--- config.mk ---
export PLATFORM = sky130hd
export DESIGN_NAME = image_frame_ctrl
export DESIGN_NICKNAME = d
export VERILOG_FILES = /design/src/rtl/image_frame_ctrl.sv
export SDC_FILE = /design/constraint.sdc
export NUM_CORES = 1
export LEC_CHECK = 0
export ABC_AREA = 1
export BUFFER_PORTS_ARGS = -buffer_cell sky130_fd_sc_hd__buf_2
export CAP_MARGIN = 5
export CORE_ASPECT_RATIO = 0.5
export CORE_UTILIZATION = 55
export CTS_CLUSTER_SIZE = 10
export DETAILED_ROUTE_END_ITERATION = 10
export PLACE_DENSITY = 0.76
export RECOVER_POWER = 25
export SYNTH_ARGS = -nofsm -noshare
export SYNTH_HDL_FRONTEND = slang
export SYNTH_SLANG_ARGS = --single-unit
export TNS_END_PERCENT = 50
--- constraint.sdc ---
create_clock -name HCLK -period 2.3 [get_ports HCLK]
set_input_delay 0.23 -clock HCLK [delete_from_list [all_inputs] [get_ports HCLK]]
set_output_delay 0.23 -clock HCLK [all_outputs]
set_load 0.02 [all_outputs]
--- src/rtl/image_frame_ctrl.sv ---
// Frame-level sequencer for the pixel-pair image datapath: takes a command,
// restarts the datapath once per frame and checks its line geometry.
`timescale 1ns/1ps
module image_frame_ctrl #(
    parameter int WIDTH      = 768,
    parameter int HEIGHT     = 512,
    parameter int ARM_CYCLES = 4,
    parameter int GAP_CYCLES = 16,
    parameter int TIMEOUT    = 400000,
    parameter int TO_W       = 20
) (
    input  logic       HCLK,
    input  logic       HRESETn,
    input  logic       cmd_valid,
    output logic       cmd_ready,
    input  logic [1:0] cmd_op,
    input  logic [7:0] cmd_value,
    input  logic [7:0] cmd_frames,
    input  logic       abort,
    input  logic       dp_vsync,
    input  logic       dp_hsync,
    input  logic       dp_done,
    output logic       dp_rst_n,
    output logic [1:0] op_sel,
    output logic [7:0] op_value,
    output logic       busy,
    output logic       frame_done,
    output logic       seq_done,
    output logic [7:0] frames_done,
    output logic [9:0] line_cnt,
    output logic       err,
    output logic [1:0] err_code
);
    localparam int PW = $clog2(WIDTH) + 1;
    localparam int CW = $clog2(ARM_CYCLES + GAP_CYCLES) + 1;
    localparam logic [PW-1:0] LINE_PAIRS = PW'(WIDTH / 2);

    typedef enum logic [2:0] {IDLE, ARM, RUN, GAP, ERR} state_t;

    state_t          state_reg;
    logic [CW-1:0]   cnt_reg;
    logic [TO_W-1:0] wd_reg;
    logic [PW-1:0]   pair_cnt_reg;
    logic [7:0]      target_reg;
    logic            hsync_d;
    logic            done_d;
    logic            hs_rise;
    logic            len_bad;
    logic            done_rise;
    logic            geom_bad;

    assign cmd_ready = (state_reg == IDLE);
    assign busy      = (state_reg != IDLE);

    assign hs_rise   = dp_hsync & ~hsync_d;
    assign len_bad   = ~dp_hsync & hsync_d & (pair_cnt_reg != LINE_PAIRS);
    assign done_rise = dp_done & ~done_d;
    // A second VSYNC after lines have started means the frame restarted mid-way.
    assign geom_bad  = len_bad | (dp_vsync & (line_cnt != 10'd0)) |
                       (done_rise & (line_cnt != 10'(HEIGHT)));

    always_ff @(posedge HCLK or negedge HRESETn) begin
        if (!HRESETn) begin
            hsync_d      <= 1'b0;
            done_d       <= 1'b0;
            pair_cnt_reg <= '0;
        end else begin
            hsync_d <= dp_hsync;
            done_d  <= dp_done;
            if (hs_rise)
                pair_cnt_reg <= PW'(1);
            else if (dp_hsync && pair_cnt_reg != {PW{1'b1}})
                pair_cnt_reg <= pair_cnt_reg + PW'(1);
        end
    end

    always_ff @(posedge HCLK or negedge HRESETn) begin
        if (!HRESETn) begin
            state_reg   <= IDLE;
            cnt_reg     <= '0;
            wd_reg      <= '0;
            target_reg  <= '0;
            dp_rst_n    <= 1'b0;
            op_sel      <= '0;
            op_value    <= '0;
            frame_done  <= 1'b0;
            seq_done    <= 1'b0;
            frames_done <= '0;
            line_cnt    <= '0;
            err         <= 1'b0;
            err_code    <= '0;
        end else begin
            frame_done <= 1'b0;
            seq_done   <= 1'b0;
            if (abort && state_reg != IDLE) begin
                state_reg <= IDLE;
                dp_rst_n  <= 1'b0;
            end else begin
                case (state_reg)
                    IDLE: begin
                        if (cmd_valid) begin
                            if (cmd_frames == 8'd0) begin
                                err      <= 1'b1;
                                err_code <= 2'b01;
                            end else begin
                                op_sel      <= cmd_op;
                                op_value    <= cmd_value;
                                target_reg  <= cmd_frames;
                                err         <= 1'b0;
                                err_code    <= 2'b00;
                                frames_done <= '0;
                                line_cnt    <= '0;
                                cnt_reg     <= '0;
                                state_reg   <= ARM;
                            end
                        end
                    end
                    ARM: begin
                        if (cnt_reg == CW'(ARM_CYCLES - 1)) begin
                            state_reg <= RUN;
                            dp_rst_n  <= 1'b1;
                            wd_reg    <= '0;
                        end else begin
                            cnt_reg <= cnt_reg + CW'(1);
                        end
                    end
                    RUN: begin
                        wd_reg <= wd_reg + TO_W'(1);
                        if (hs_rise && line_cnt != 10'h3FF)
                            line_cnt <= line_cnt + 10'd1;
                        if (geom_bad) begin
                            state_reg <= ERR;
                            dp_rst_n  <= 1'b0;
                            err       <= 1'b1;
                            err_code  <= 2'b11;
                        end else if (done_rise) begin
                            frame_done  <= 1'b1;
                            frames_done <= frames_done + 8'd1;
                            if ((frames_done + 8'd1) == target_reg) begin
                                seq_done  <= 1'b1;
                                state_reg <= IDLE;
                                dp_rst_n  <= 1'b0;
                            end else begin
                                state_reg <= GAP;
                                cnt_reg   <= '0;
                            end
                        end else if (wd_reg == TO_W'(TIMEOUT - 1)) begin
                            state_reg <= ERR;
                            dp_rst_n  <= 1'b0;
                            err       <= 1'b1;
                            err_code  <= 2'b10;
                        end
                    end
                    GAP: begin
                        // The last line's HSYNC falls here, one cycle after done.
                        if (len_bad) begin
                            state_reg <= ERR;
                            dp_rst_n  <= 1'b0;
                            err       <= 1'b1;
                            err_code  <= 2'b11;
                        end else if (cnt_reg == CW'(GAP_CYCLES - 1)) begin
                            state_reg <= ARM;
                            dp_rst_n  <= 1'b0;
                            cnt_reg   <= '0;
                            line_cnt  <= '0;
                        end else begin
                            cnt_reg <= cnt_reg + CW'(1);
                        end
                    end
                    ERR: begin
                        state_reg <= IDLE;
                        dp_rst_n  <= 1'b0;
                    end
                    default: begin
                        state_reg <= IDLE;
                        dp_rst_n  <= 1'b0;
                    end
                endcase
            end
        end
    end
endmodule

[Word-level counts from Yosys, hierarchy flattened]
Cells that the tools add are included.
Widths: inputs -> output; s select.
Word-level totals
  flip-flop bits (word level): 84
  bits of input ports: 25
  output and inout bits: 36
Operators by class
  $add $sub $neg: 5
  eq/ne operators: 31
  mux-type cells: 67
  bitwise logic cells: 13
  reduce and logical (&&, ||, !) cells: 20
Operators by type and width (number)
  $mux 10: 5
  $mux 6: 8
  $pmux 20 s2: 1
  $mux 8: 4
  $pmux 10 s3: 1
  $mux 3: 9
  $mux 1: 24
  $pmux 6 s4: 1
  $mux 11: 2
  $ne 2x2->1 const B: 11
  $add 20x1->20 const B: 1
  $eq 20x19->1 const B: 1
  $mux 20: 1
  $ne 10x10->1 const B: 2
  $pmux 8 s2: 1
  $mux 2: 6
  $ne 3x3->1 const B: 4
  $pmux 3 s4: 1
  $reduce_and 6->1: 2
  $add 11x1->11 const B: 1
  $ne 11x11->1 const B: 1
  $ne 11x9->1 const B: 1
  $add 10x1->10 const B: 1
  $ne 5x5->1 const B: 2
  other kinds (28): 45

[Longest topological paths before layout]
Gate-level depths: netlist (run 1).
  depth after elaboration: 8
  depth in mapped cells: 14
  depth with buffers taken out: 14

[Least setup slack after synthesis (run 1)]
Ideal clock, no wire load.
  kind: register -> register
  from: register frames_done[0]
  to: register dp_rst_n
  setup time: 0.117 ns
  arrival: 1.681 ns
  data required time: 2.183 ns
  path slack: 0.502 ns
  cell stages (with the launch flop): 12
  clock period less this slack: 1.798 ns
  cells stage by stage: dfrtp_1 > ha_1 > xnor2_1 > nand2_1 > nor2_1 > nand3_1 > nor2_2 > nand3_1 > nand2_1 > nand2_1 > nand2_1 > nand2_1
Between the ends
  longest elaborated chain between the ends: 4
Ends and longest elaborated chain
  from (decl): line 29  | output logic [7:0] frames_done,
  from (signal assigned): line 138  | frames_done <= frames_done + 8'd1;
  $add 8x1->8: line 139  | if ((frames_done + 8'd1) == target_reg) begin
  $eq 8x8->1: line 139
  $ne 5x5->1 (no source line)
  $reduce_and 5->1 (no source line)
  to (signal assigned): line 133  | dp_rst_n <= 1'b0;
  to (signal assigned): line 142  | dp_rst_n <= 1'b0;
  to (signal assigned): line 149  | dp_rst_n <= 1'b0;
  to (decl): line 23  | output logic dp_rst_n,
No other way between the ends.
A chain may end at the register's enable or synchronous reset.

[Worst setup path after layout (run 1)]
  from: register frames_done[0]
  to: register seq_done
Between the ends
  longest elaborated chain between the ends: 7
Ends and longest elaborated chain
  $add 8x1->8: line 139
  $eq 8x8->1: line 139
  $mux 1: line 139
  $mux 1: line 136  | end else if (done_rise) begin
  $mux 1: line 131  | if (geom_bad) begin
  $mux 1: line 99  | case (state_reg)
  $mux 1: line 95  | if (abort && state_reg != IDLE) begin
  to (signal assigned): line 87  | seq_done <= 1'b0;
  to (signal assigned): line 94  | seq_done <= 1'b0;
  to (signal assigned): line 140  | seq_done <= 1'b1;
  to (decl): line 28  | output logic seq_done,
No other way between the ends.

==> metrics.md, run 1 <==
| Metric | Value |
|---|---|
| GRT overflow | 0 |
| Yosys top cell area share | 0.419 |
| WHS | ~0.024 ns |
| Unrepaired setup endpoints after global routing | false |
| R2R Setup Slk | approximately 0.25 ns |
| Routability congestion estimate | ~0.94 |
| Largest net degree at the start of global routing | 41 |
| TNS Setup | 0 ns |
| Clk root buf | clkbuf_16 |
| H-Tree Level Count | 3 |
| Vias per cell | 5.33 |
| Starting Density | 0.572 |
| Compound-gate portion of the synthesized area | 0.0928 |
| Register area share after synthesis | 0.419 |
| Critical path arrival | about 2.3 ns |
| Slew Limit Fails | 0 |
| Initial antenna violation count | 0 |
| Cell Count, Final, Fillers Out | approximately 830 |
| Synthesized flop and latch total | 84 |
| Crit Path Category | flop to flop |
| Synthesized Nets | around 670 |
| Synth area leader | dfrtp_1 |
| Max FO, Critical Path | 7 |
| Cell variety after synth | 47 |
| Final Cycle Share | 0.890 |
| Initial DRC count | 275 |
| # port buffers | 60 |
| Status | finished clean |
| Min-delay worst type | input pin to flop |
| Layout cell share with drive strength beyond 1 | 0.194 |
| DR pass1 iterations | 4 |
| Die Height | between 60 and 70 um |
| Antenna Cells | 0 |
| Top cell by count, worst path | nand3_1 |
| # DRC | 0 |
| Antenna Nets Post-Route | 0 |
| Ys flop type | dfrtp_1 |
| CTS Buf Count | 9 |
| Wire length per cell | around 14 um |
| Synthesized area | 5010 um^2 |
| Final WL | 11,400 um |
| Total clock sinks | 84 |
| Core area | roughly 8800 um^2 |
| Net count, final | 738 |
| Synth Area in XOR/XNOR | 0.0327 |
| Cell area after layout | 5730 um^2 |
| Tot GR Track Use | 0.268 |
| Post-synth EDFFs | 0 |
| Synth top area cells | dfrtp_1 (42%), nand2_1 (13%), nor2_1 (4.9%) |
| Post-synthesis average cell area | ~7.9 um^2 |
| DP Wirelength | about 8500 um |
| Largest family of logic cells by synthesized area | simple AND/OR/NAND/NOR gates |
| First-pass GRT wire length | 19,900 um |
| Pre-CTS WS | 0.297 ns |
| Clock buffer depth | 2 |
| Worst-case clock skew | 0.00626 ns |
| Simple-gate share of the synthesized area | 0.338 |
| Worst Tran Pin Value | slightly above 1 ns |
| CP Cell Sequence | ha_1 -> xnor2_1 -> nand2_1 -> nor2_1 -> nand3_1 -> nor2_2 -> nand3_1 -> nor3_1 |
| Clock slew at reported path FFs | ~0.06 ns |
| Worst Setup Start Kind | flop |
| Yosys warns | 0 |
| Fin crit period | 2.05 ns |
| Area Overhead vs Synth | 14.4% |
| Std cell rows | 24 |
| Slew HR | 0.311 |
| TritonCTS clock tree | yes |
| Finish-stage setup viols | 0 |
| Final Hold Viols | 0 |
| Fmax | approximately 490 MHz |
| Placed cell area | roughly 5400 um^2 |
| Async S/R FF share, synth | 1.00 |
| Max reg flops | 20 |
| Max cap viols | 0 |
| Crit path max-delay cell type | dfrtp_1 |
| Static Leak | ~0.0028 uW |
| I/O pins | between 60 and 70 |
| Critical path's largest stage delay | 0.46 ns |
| Vias | roughly 4,400 |
| Vias in the first global route | around 4,200 |
| Peak supply drop | 0.543 mV |
| Gate count after technology mapping | ~640 |
| Clk_lat worst skew | 0.34 ns |
| Cell area power density | approximately 1000 nW/um^2 |
| Placed insts | between 800 and 900 |
| Die W | 137 um |
| Fin worst setup slack | ~0.25 ns |
| Post-synthesis mux area share | 0.0245 |
| Die area | about 9500 um^2 |
| Adder-cell share of the synthesized area | 0.0175 |
| WP data required | approximately 2.5 ns |
| CP Capture Type | flop |
| CTS resizes | 0 |
per-layer routing:
| metal | vias to the layer above | global-route usage | routed length, um |
|---|---|---|---|
| met5 | - | 0 | 0 |
| met4 | 0 | 0.0806 | 168 |
| met3 | 16 | 0.0709 | 546 |
| met2 | 103 | 0.417 | 5340 |
| met1 | 2087 | 0.367 | 5350 |
| li1 | 2208 | - | - |
repair_timing:
action,4_1_cts,5_1_grt
hold endpoints to repair,38,0
setup buffers,0,0
hold buffers,1,0
cell families (layout without fill, tap and decap cells):
logic type | after synthesis | count (layout)
muxes | 11 | 11
DFF | 84 | 84
and+or+nand+nor | 356 | 356
AOI/OAI and AO/OA | 76 | 76
xor gates and xnor gates | 17 | 17
adders and majority gates | 7 | 7
buffers and inverters | 86 | 160
through the flow:
| step | total power (uW) | util |
|---|---|---|
| floorplan | 3780 | - |
| global placement | 4230 | 0.620 |
| detailed placement | 4310 | 0.620 |
| CTS | 5800 | 0.656 |
| global route | 6140 | 0.654 |
| finish | 5760 | 0.654 |
cells in the mapped netlist, types with 6 or more instances:
master / number
nand4_1: 13
mux2_2: 10
o21ai_0: 26
ha_1: 7
nand2_1: 171
inv_2: 10
inv_1: 65
nor2_1: 66
a21oi_1: 15
o31ai_1: 6
nand3b_1: 7
dfrtp_1: 84
o21ai_1: 10
o21ai_2: 12
xor2_1: 13
nor3_1: 18
nand2_4: 6
nand3_1: 45
layout make-up:
class,count,area (um^2)
timing repair buffer,68,362
tap,117,146
clock buffer,12,256
clock inverter,4,47.5
inverter,76,285
sequential,84,2100
fill,751,3030
multi-input combinational,467,2530
cell usage in the layout (no fill, tap or decap), types with 6 or more instances in the layout:
master | synthesis | layout
a21oi_1 | 15 | 15
nand3_1 | 45 | 45
o31ai_1 | 6 | 6
ha_1 | 7 | 7
o21ai_0 | 26 | 26
nor3_1 | 18 | 18
buf_2 | 1 | 48
clkbuf_16 | 0 | 9
nand2_1 | 171 | 171
inv_1 | 65 | 65
nand3b_1 | 7 | 7
buf_4 | 1 | 6
nor2_1 | 66 | 66
mux2_2 | 10 | 10
o21ai_1 | 10 | 10
o21ai_2 | 12 | 12
xor2_1 | 13 | 13
clkbuf_1 | 2 | 12
dfrtp_1 | 84 | 84
inv_2 | 10 | 10
nand2_4 | 6 | 6
nand4_1 | 13 | 13
worst paths after layout:
path / from / endpoint / cells after the start
max: frames_done[0]$_DFFE_PN0P_ / seq_done$_DFF_PN0_ / 8
min in group asynchronous: HRESETn / wd_reg[16]$_DFFE_PN0P_ / 2
min reg2reg: err$_DFFE_PN0P_ / err$_DFFE_PN0P_ / 2
min: dp_done / done_d$_DFF_PN0_ / 1
max reg2reg: frames_done[0]$_DFFE_PN0P_ / seq_done$_DFF_PN0_ / 8
max in group asynchronous: HRESETn / frame_done$_DFF_PN0_ / 3
where the power goes:
group	total, uW	switching [uW]	internal [uW]	leakage, uW
clock	1470	578	897	0.000149
sequential	2110	290	1820	0.00110
combinational	2170	1460	708	0.00151
critical path: cells and delay by family (launching register included):
family / cells / cell delay, ns
and+or+nand+nor: 6 / 0.96
xor gates and xnor gates: 1 / 0.14
DFF: 1 / 0.46
adders and majority gates: 1 / 0.36
Power figures use the tool's default switching activity.
==> run 2, diff against run 1 <==
- PLACE_DENSITY: 0.76 -> unset
- PLACE_DENSITY_LB_ADDON: unset -> 0.08
==> metrics.md, run 2 (synthesized netlist as in run 1, its figures left out) <==
| Metric | Value |
|---|---|
| Status | finished clean |
| Fmax | 477 MHz (-2.4%) |
| Slew HR | 0.215 (-0.0958) |
| Slew Limit Fails | 0 (unchanged) |
| GRT overflow | 0 (unchanged) |
| Top cell by count, worst path | nand2_1 |
| Fin crit period | 2.10 ns (+0.0496 ns) |
| Comb pwr share | 0.388 (+0.011) |
| Finished Core Util | 0.652 (-0.00243) |
| Layout cell share with drive strength beyond 1 | 0.204 (+0.00985) |
| Die area | 9520 um^2 (unchanged) |
| Starting Density | 0.572 (unchanged) |
| Worst r2r src | pair_cnt_reg[0]$_DFFE_PN0P_ |
| Worst Tran Pin Value | 1.18 ns (+0.144 ns) |
| Clock buffer depth | 2 (unchanged) |
| Initial antenna violation count | 0 (unchanged) |
| Max cap viols | 0 (unchanged) |
| Hold Crit Start | dp_hsync |
| Sequential Power Share | 0.374 (+0.007) |
| First-pass GRT wire length | 19,500 um (-2.3%) |
| WP data required | 2.53 ns (+0.02 ns) |
| Final Cycle Share | 0.912 (+0.0216) |
| Peak supply drop | 0.573 mV (+5.7%) |
| Clock slew at reported path FFs | 0.06 ns (about the same) |
| Largest net degree at the start of global routing | 65 (+59%) |
| Pre-CTS WS | 0.254 ns (-0.0430 ns) |
| R2R Setup Slk | 0.20 ns (-0.05 ns) |
| Static Leak | 0.00278 uW (+0.64%) |
| Hold worst-path end | hsync_d$_DFF_PN0_ |
| CP Cell Sequence | inv_1 -> ha_1 -> nand2_1 -> nor2_1 -> nand3_1 -> nand3_1 -> o21ai_0 -> nor3_2 -> nand2_1 -> buf_4 -> nand2_1 -> o21ai_2 |
| Critical path's largest stage delay | 0.39 ns (-0.07 ns) |
| Antenna Cells | 0 (unchanged) |
| Worst Setup Start Kind | flop |
| CTS Buf Count | 9 (unchanged) |
| Setup Buffers After CTS | 0 (unchanged) |
| Routability congestion estimate | 0.925 (-1.2%) |
| # port buffers | 60 (unchanged) |
| Vias per cell | 5.31 (-0.36%) |
| Clk_lat worst skew | 0.34 ns (about the same) |
| Area Overhead vs Synth | 14.0% |
| TritonCTS clock tree | yes |
| Final Hold Viols | 0 (unchanged) |
| # DRC | 0 (unchanged) |
| Switching pwr | 2330 uW (about the same) |
| Wire length per cell | 13.8 um (about the same) |
| Sw Ratio | 0.412 (+0.00715) |
| Most common cell after layout, fill and taps aside | nand2_1 |
| Internal power | 3330 uW (-2.9%) |
| RR Endpoint | line_cnt[4]$_DFFE_PN0P_ |
| Vias | 4,398 (-0.36%) |
| I/O pins | 61 (unchanged) |
| Worst-case clock skew | 0.00508 ns (-0.00118 ns) |
| CTS resizes | 0 (unchanged) |
| Commonest cells after routing, fill and taps aside | nand2_1 (171), dfrtp_1 (84), nor2_1 (66) |
| Vias in the first global route | 4,025 (-4.4%) |
| Placed insts | 811 (unchanged) |
| TNS Setup | 0 ns (unchanged) |
| Clk root buf | clkbuf_16 |
| Cell Count, Final, Fillers Out | 828 (unchanged) |
| Worst hold stages | 1 (unchanged) |
| Crit path max-delay cell type | dfrtp_1 |
| # hold bufs at CTS | 2 (+1) |
| Unrepaired setup endpoints after global routing | false |
| Net count, final | 739 (+0.14%) |
| Crit Path Category | flop to flop |
| Tot GR Track Use | 0.266 (-0.00234) |
| CP Capture Type | flop |
| Finish-stage setup viols | 0 (unchanged) |
| Max FO, Critical Path | 20 (+13) |
| Antenna Nets Post-Route | 0 (unchanged) |
| WHS | 0.115 ns (+0.0912 ns) |
| Die W | 137 um (unchanged) |
| Clock power frac | 0.238 (-0.018) |
| DP Wirelength | 8500 um (+0.10%) |
| Initial DRC count | 235 (-15%) |
| Reg2reg path depth | 12 (+4) |
| Critical path arrival | 2.32 ns (+0.07 ns) |
| Fin worst setup slack | 0.203 ns (-0.0496 ns) |
| Min-delay worst type | input pin to flop |
| Max reg flops | 20 (unchanged) |
| H-Tree Level Count | 3 (unchanged) |
| DR pass1 iterations | 5 (+1) |
| Final WL | 11,400 um (about the same) |
| Total clock sinks | 84 (unchanged) |
| Std cell rows | 24 (unchanged) |
| Cell area power density | 990 nW/um^2 (-1.4%) |
| Core area | 8770 um^2 (unchanged) |
| Die Height | 69.5 um (unchanged) |
==> run 2: cell types whose count changed in the layout (fill, tap and decap cells not counted) <==
cell	delta
bufinv_16	-1
buf_6	+1
clkbuf_2	-1
buf_2	+10
buf_12	-1
clkbuf_1	-8
clkinvlp_4	-1
dlygate4sd3_1	+1
==> run 2: layer usage <==
metal | global-route usage | wire (um)
met2 | 0.382 | 4940
met1 | 0.398 | 5770
met4 | 0.0623 | 102
met3 | 0.0680 | 600
met5 | 0 | 0
==> run 2: layout make-up <==
| class | count | area (um^2) |
|---|---|---|
| Clock buffer | 13 | 260 |
| Fill cell | 805 | 3060 |
| Sequential cell | 84 | 2100 |
| Timing Repair Buffer | 69 | 374 |
| Tap cell | 117 | 146 |
| Clock inverter | 2 | 10.0 |
| Inverter | 76 | 285 |
| Multi-Input combinational cell | 467 | 2530 |
==> run 2: how the worst max path moves through the flow <==
stage | startpoint | endpoint | cells past startpoint
final | pair_cnt_reg[0]$_DFFE_PN0P_ | line_cnt[4]$_DFFE_PN0P_ | 12
after global routing | pair_cnt_reg[0]$_DFFE_PN0P_ | cnt_reg[4]$_DFFE_PN0P_ | 13
after CTS | line_cnt[0]$_DFFE_PN0P_ | cnt_reg[1]$_DFFE_PN0P_ | 13
after detailed placement | line_cnt[0]$_DFFE_PN0P_ | cnt_reg[1]$_DFFE_PN0P_ | 13
after global placement | line_cnt[0]$_DFFE_PN0P_ | cnt_reg[2]$_DFFE_PN0P_ | 13
after floorplan | frames_done[0]$_DFFE_PN0P_ | dp_rst_n$_DFFE_PN0P_ | 11
==> run 2: stage by stage <==
step	area [um^2]	total power [uW]
after floorplan	5010	3780
after global placement	5440	4270
after detailed placement	5440	4320
after CTS	5730	5690
after global routing	5710	6050
final	5710	5660
==> run 2: critical path, delay by kind of cell (launching register included) <==
kind	cells	cell delay, ns
compound gates	2	0.18
buf+inv	2	0.34
flops	1	0.39
simple gates	7	0.91
fa+ha+maj	1	0.16
==> run 2: power groups by stage <==
stage,clock network [uW],registers (uW),logic (uW)
global placement,0,2120,2150
floorplan,0,2220,1560
CTS,1370,2110,2210
finish,1350,2110,2200
detailed placement,0,2130,2200
global route,1440,2160,2450
==> run 3, diff against run 2 <==
- CAP_MARGIN: 5 -> 20
- CORE_UTILIZATION: 55 -> 50
==> metrics.md, run 3 (synthesized netlist as in run 1, its figures left out) <==
| Metric | Value |
|---|---|
| H-Tree Level Count | 3 (unchanged) |
| Most common cell after layout, fill and taps aside | nand2_1 |
| Largest net degree at the start of global routing | 85 (+31%) |
| Reg2reg path depth | 9 (-3) |
| Worst Setup Start Kind | flop |
| Max FO, Critical Path | 20 (unchanged) |
| Cell Count, Final, Fillers Out | 845 (+2.1%) |
| Final Cycle Share | 0.926 (+0.0143) |
| CTS resizes | 0 (unchanged) |
| Die W | 144 um (+4.8%) |
| Finish-stage setup viols | 0 (unchanged) |
| Unrepaired setup endpoints after global routing | false |
| Routability congestion estimate | 0.882 (-4.7%) |
| Placed insts | 827 (+2.0%) |
| Status | finished clean |
| Final Hold Viols | 0 (unchanged) |
| Critical path arrival | 2.36 ns (+0.04 ns) |
| Critical Path Stages | 9 (-3) |
| TNS Setup | 0 ns (unchanged) |
| Crit path max-delay cell type | nor3_1 |
| Worst hold stages | 1 (unchanged) |
| Worst r2r src | cnt_reg[0]$_DFFE_PN0P_ |
| Max cap viols | 0 (unchanged) |
| Layout cell share with drive strength beyond 1 | 0.207 (+0.00310) |
| TritonCTS clock tree | yes |
| Clock power frac | 0.245 (+0.007) |
| Vias per cell | 5.15 (-3.1%) |
| Largest delay share family, worst path | simple AND/OR/NAND/NOR gates |
| First-pass GRT wire length | 19,500 um (+0.25%) |
| Slew HR | 0.222 (+0.00634) |
| Static Leak | 0.00278 uW (+0.24%) |
| DP Wirelength | 8430 um (-0.76%) |
| Clk root buf | clkbuf_16 |
| Worst Tran Pin Value | 1.17 ns (-0.00952 ns) |
| Initial antenna violation count | 0 (unchanged) |
| CTS Buf Count | 9 (unchanged) |
| Net count, final | 738 (-0.14%) |
| Total clock sinks | 84 (unchanged) |
| CP Cell Sequence | ha_1 -> nand3_1 -> nor3_1 -> o21ai_0 -> nor3_2 -> nand2_1 -> buf_4 -> nand2_1 -> o21ai_2 |
| Clk_lat worst skew | 0.34 ns (about the same) |
| # port buffers | 60 (unchanged) |
| Fmax | 470 MHz (-1.5%) |
| Wire length per cell | 13.5 um (-2.1%) |
| Critical Path End | line_cnt[8]$_DFFE_PN0P_ |
| Std cell rows | 25 (+4.2%) |
| CP Capture Type | flop |
| Slew Limit Fails | 0 (unchanged) |
| Clock buffer depth | 2 (unchanged) |
| Starting Density | 0.522 (-0.0497) |
| Top cell by count, worst path | nand2_1 |
| RR Endpoint | line_cnt[8]$_DFFE_PN0P_ |
| Crit path from | cnt_reg[0]$_DFFE_PN0P_ |
| Crit Path Category | flop to flop |
| Worst-case clock skew | 0.0101 ns (+0.00498 ns) |
| Finished Core Util | 0.598 (-0.0534) |
| Fill cell count | 921 (+14%) |
| Clock slew at reported path FFs | 0.06 ns (about the same) |
| Sequential Power Share | 0.371 (-0.003) |
| Min-delay worst type | input pin to flop |
| WP data required | 2.53 ns (about the same) |
| Vias in the first global route | 4,131 (+2.6%) |
| Area Overhead vs Synth | 14.6% |
| Cell area power density | 997 nW/um^2 (+0.72%) |
| Die Height | 72.8 um (+4.7%) |
| Critical path buffers and inverters | 1 (-1) |
| R2R Setup Slk | 0.17 ns (-0.03 ns) |
| # DRC | 0 (unchanged) |
| Commonest cells after routing, fill and taps aside | nand2_1 (171), dfrtp_1 (84), nor2_1 (66) |
| Core area | 9600 um^2 (+9.5%) |
| GRT overflow | 0 (unchanged) |
| Comb pwr share | 0.384 (-0.004) |
| Peak supply drop | 0.550 mV (-4.1%) |
| Internal power | 3410 uW (+2.5%) |
| Sw Ratio | 0.405 (-0.00704) |
| Vias | 4,351 (-1.1%) |
| Switching pwr | 2320 uW (-0.46%) |
| I/O pins | 61 (unchanged) |
| Max reg flops | 20 (unchanged) |
| Final Power | 5730 uW (+1.3%) |
| Antenna Cells | 0 (unchanged) |
| DR pass1 iterations | 4 (-1) |
| Fin crit period | 2.13 ns (+0.0330 ns) |
| Antenna Nets Post-Route | 0 (unchanged) |
| Initial DRC count | 313 (+33%) |
| Critical path's largest stage delay | 0.40 ns (about the same) |
| Final WL | 11,400 um (about the same) |
| Tot GR Track Use | 0.241 (-0.0244) |
| Die area | 10,500 um^2 (+9.8%) |
==> run 3: changes by cell type in the layout (fill, tap and decap cells not counted), sizes merged <==
cell         before  now
buf              65   64
clkbuf           15   17
clkinv            3    2
dlygate4sd3       2    1
==> run 3: final cells by class <==
cell class | instances | area [um^2] | area share
Clock buffer | 14 | 284 | 0.0494
Clock inverter | 1 | 5.00 | 0.000871
Inverter | 76 | 285 | 0.0497
Multi-Input combinational cell | 467 | 2530 | 0.441
Sequential cell | 84 | 2100 | 0.366
Tap cell | 135 | 169 | 0.0294
Timing Repair Buffer | 68 | 364 | 0.0634
==> run 3: timing repair <==
action                                 in CTS  in global routing
hold buffers                                1                  0
setup endpoints to repair                   0                  1
endpoints found under the hold margin      84                  0
buffers inserted                            0                  2
==> run 3: power by group through the flow <==
| stage | Clock [uW] | Combinational, uW | Sequential (uW) |
|---|---|---|---|
| floorplan | 0 | 1560 | 2220 |
| global placement | 0 | 2140 | 2140 |
| detailed placement | 0 | 2170 | 2140 |
| CTS | 1430 | 2180 | 2120 |
| global route | 1490 | 2460 | 2170 |
| finish | 1400 | 2200 | 2130 |
==> run 3: through the flow <==
stage	hold WS [ns]	instance area (um^2)	setup WS, ns
6_report	0.0168	5740	0.170
5_1_grt	0.00885	5740	0.0437
4_1_cts	0.0120	5740	0.225
3_5_place_dp	0.297	5440	0.236
3_3_place_gp	0.304	5440	0.287
2_1_floorplan	-0.0656	5010	0.502
==> run 3: worst min-delay path by stage <==
| stage | start | end |
|---|---|---|
| 2_1_floorplan | HRESETn | cnt_reg[0]$_DFFE_PN0P_ |
| 3_3_place_gp | HRESETn | frames_done[6]$_DFFE_PN0P_ |
| 3_5_place_dp | HRESETn | frames_done[6]$_DFFE_PN0P_ |
| 4_1_cts | dp_done | done_d$_DFF_PN0_ |
| 5_1_grt | dp_done | done_d$_DFF_PN0_ |
| 6_report | dp_done | done_d$_DFF_PN0_ |
==> run 3: routing by layer <==
metal  part of all wire  vias up  global-route usage
li1                   -     2208                   -
met1               0.50     2045               0.337
met2               0.44       84               0.376
met3              0.041       14              0.0584
met4              0.012        0              0.0674
met5                  0        -                   0
==> run 3: worst reg2reg max path: stages (launching register included) <==
cell and delay (ns):
dfrtp_1 0.39, ha_1 0.22, nand3_1 0.13, nor3_1 0.40, o21ai_0 0.17, nor3_2 0.26
nand2_1 0.08, buf_4 0.22, nand2_1 0.11, o21ai_2 0.05
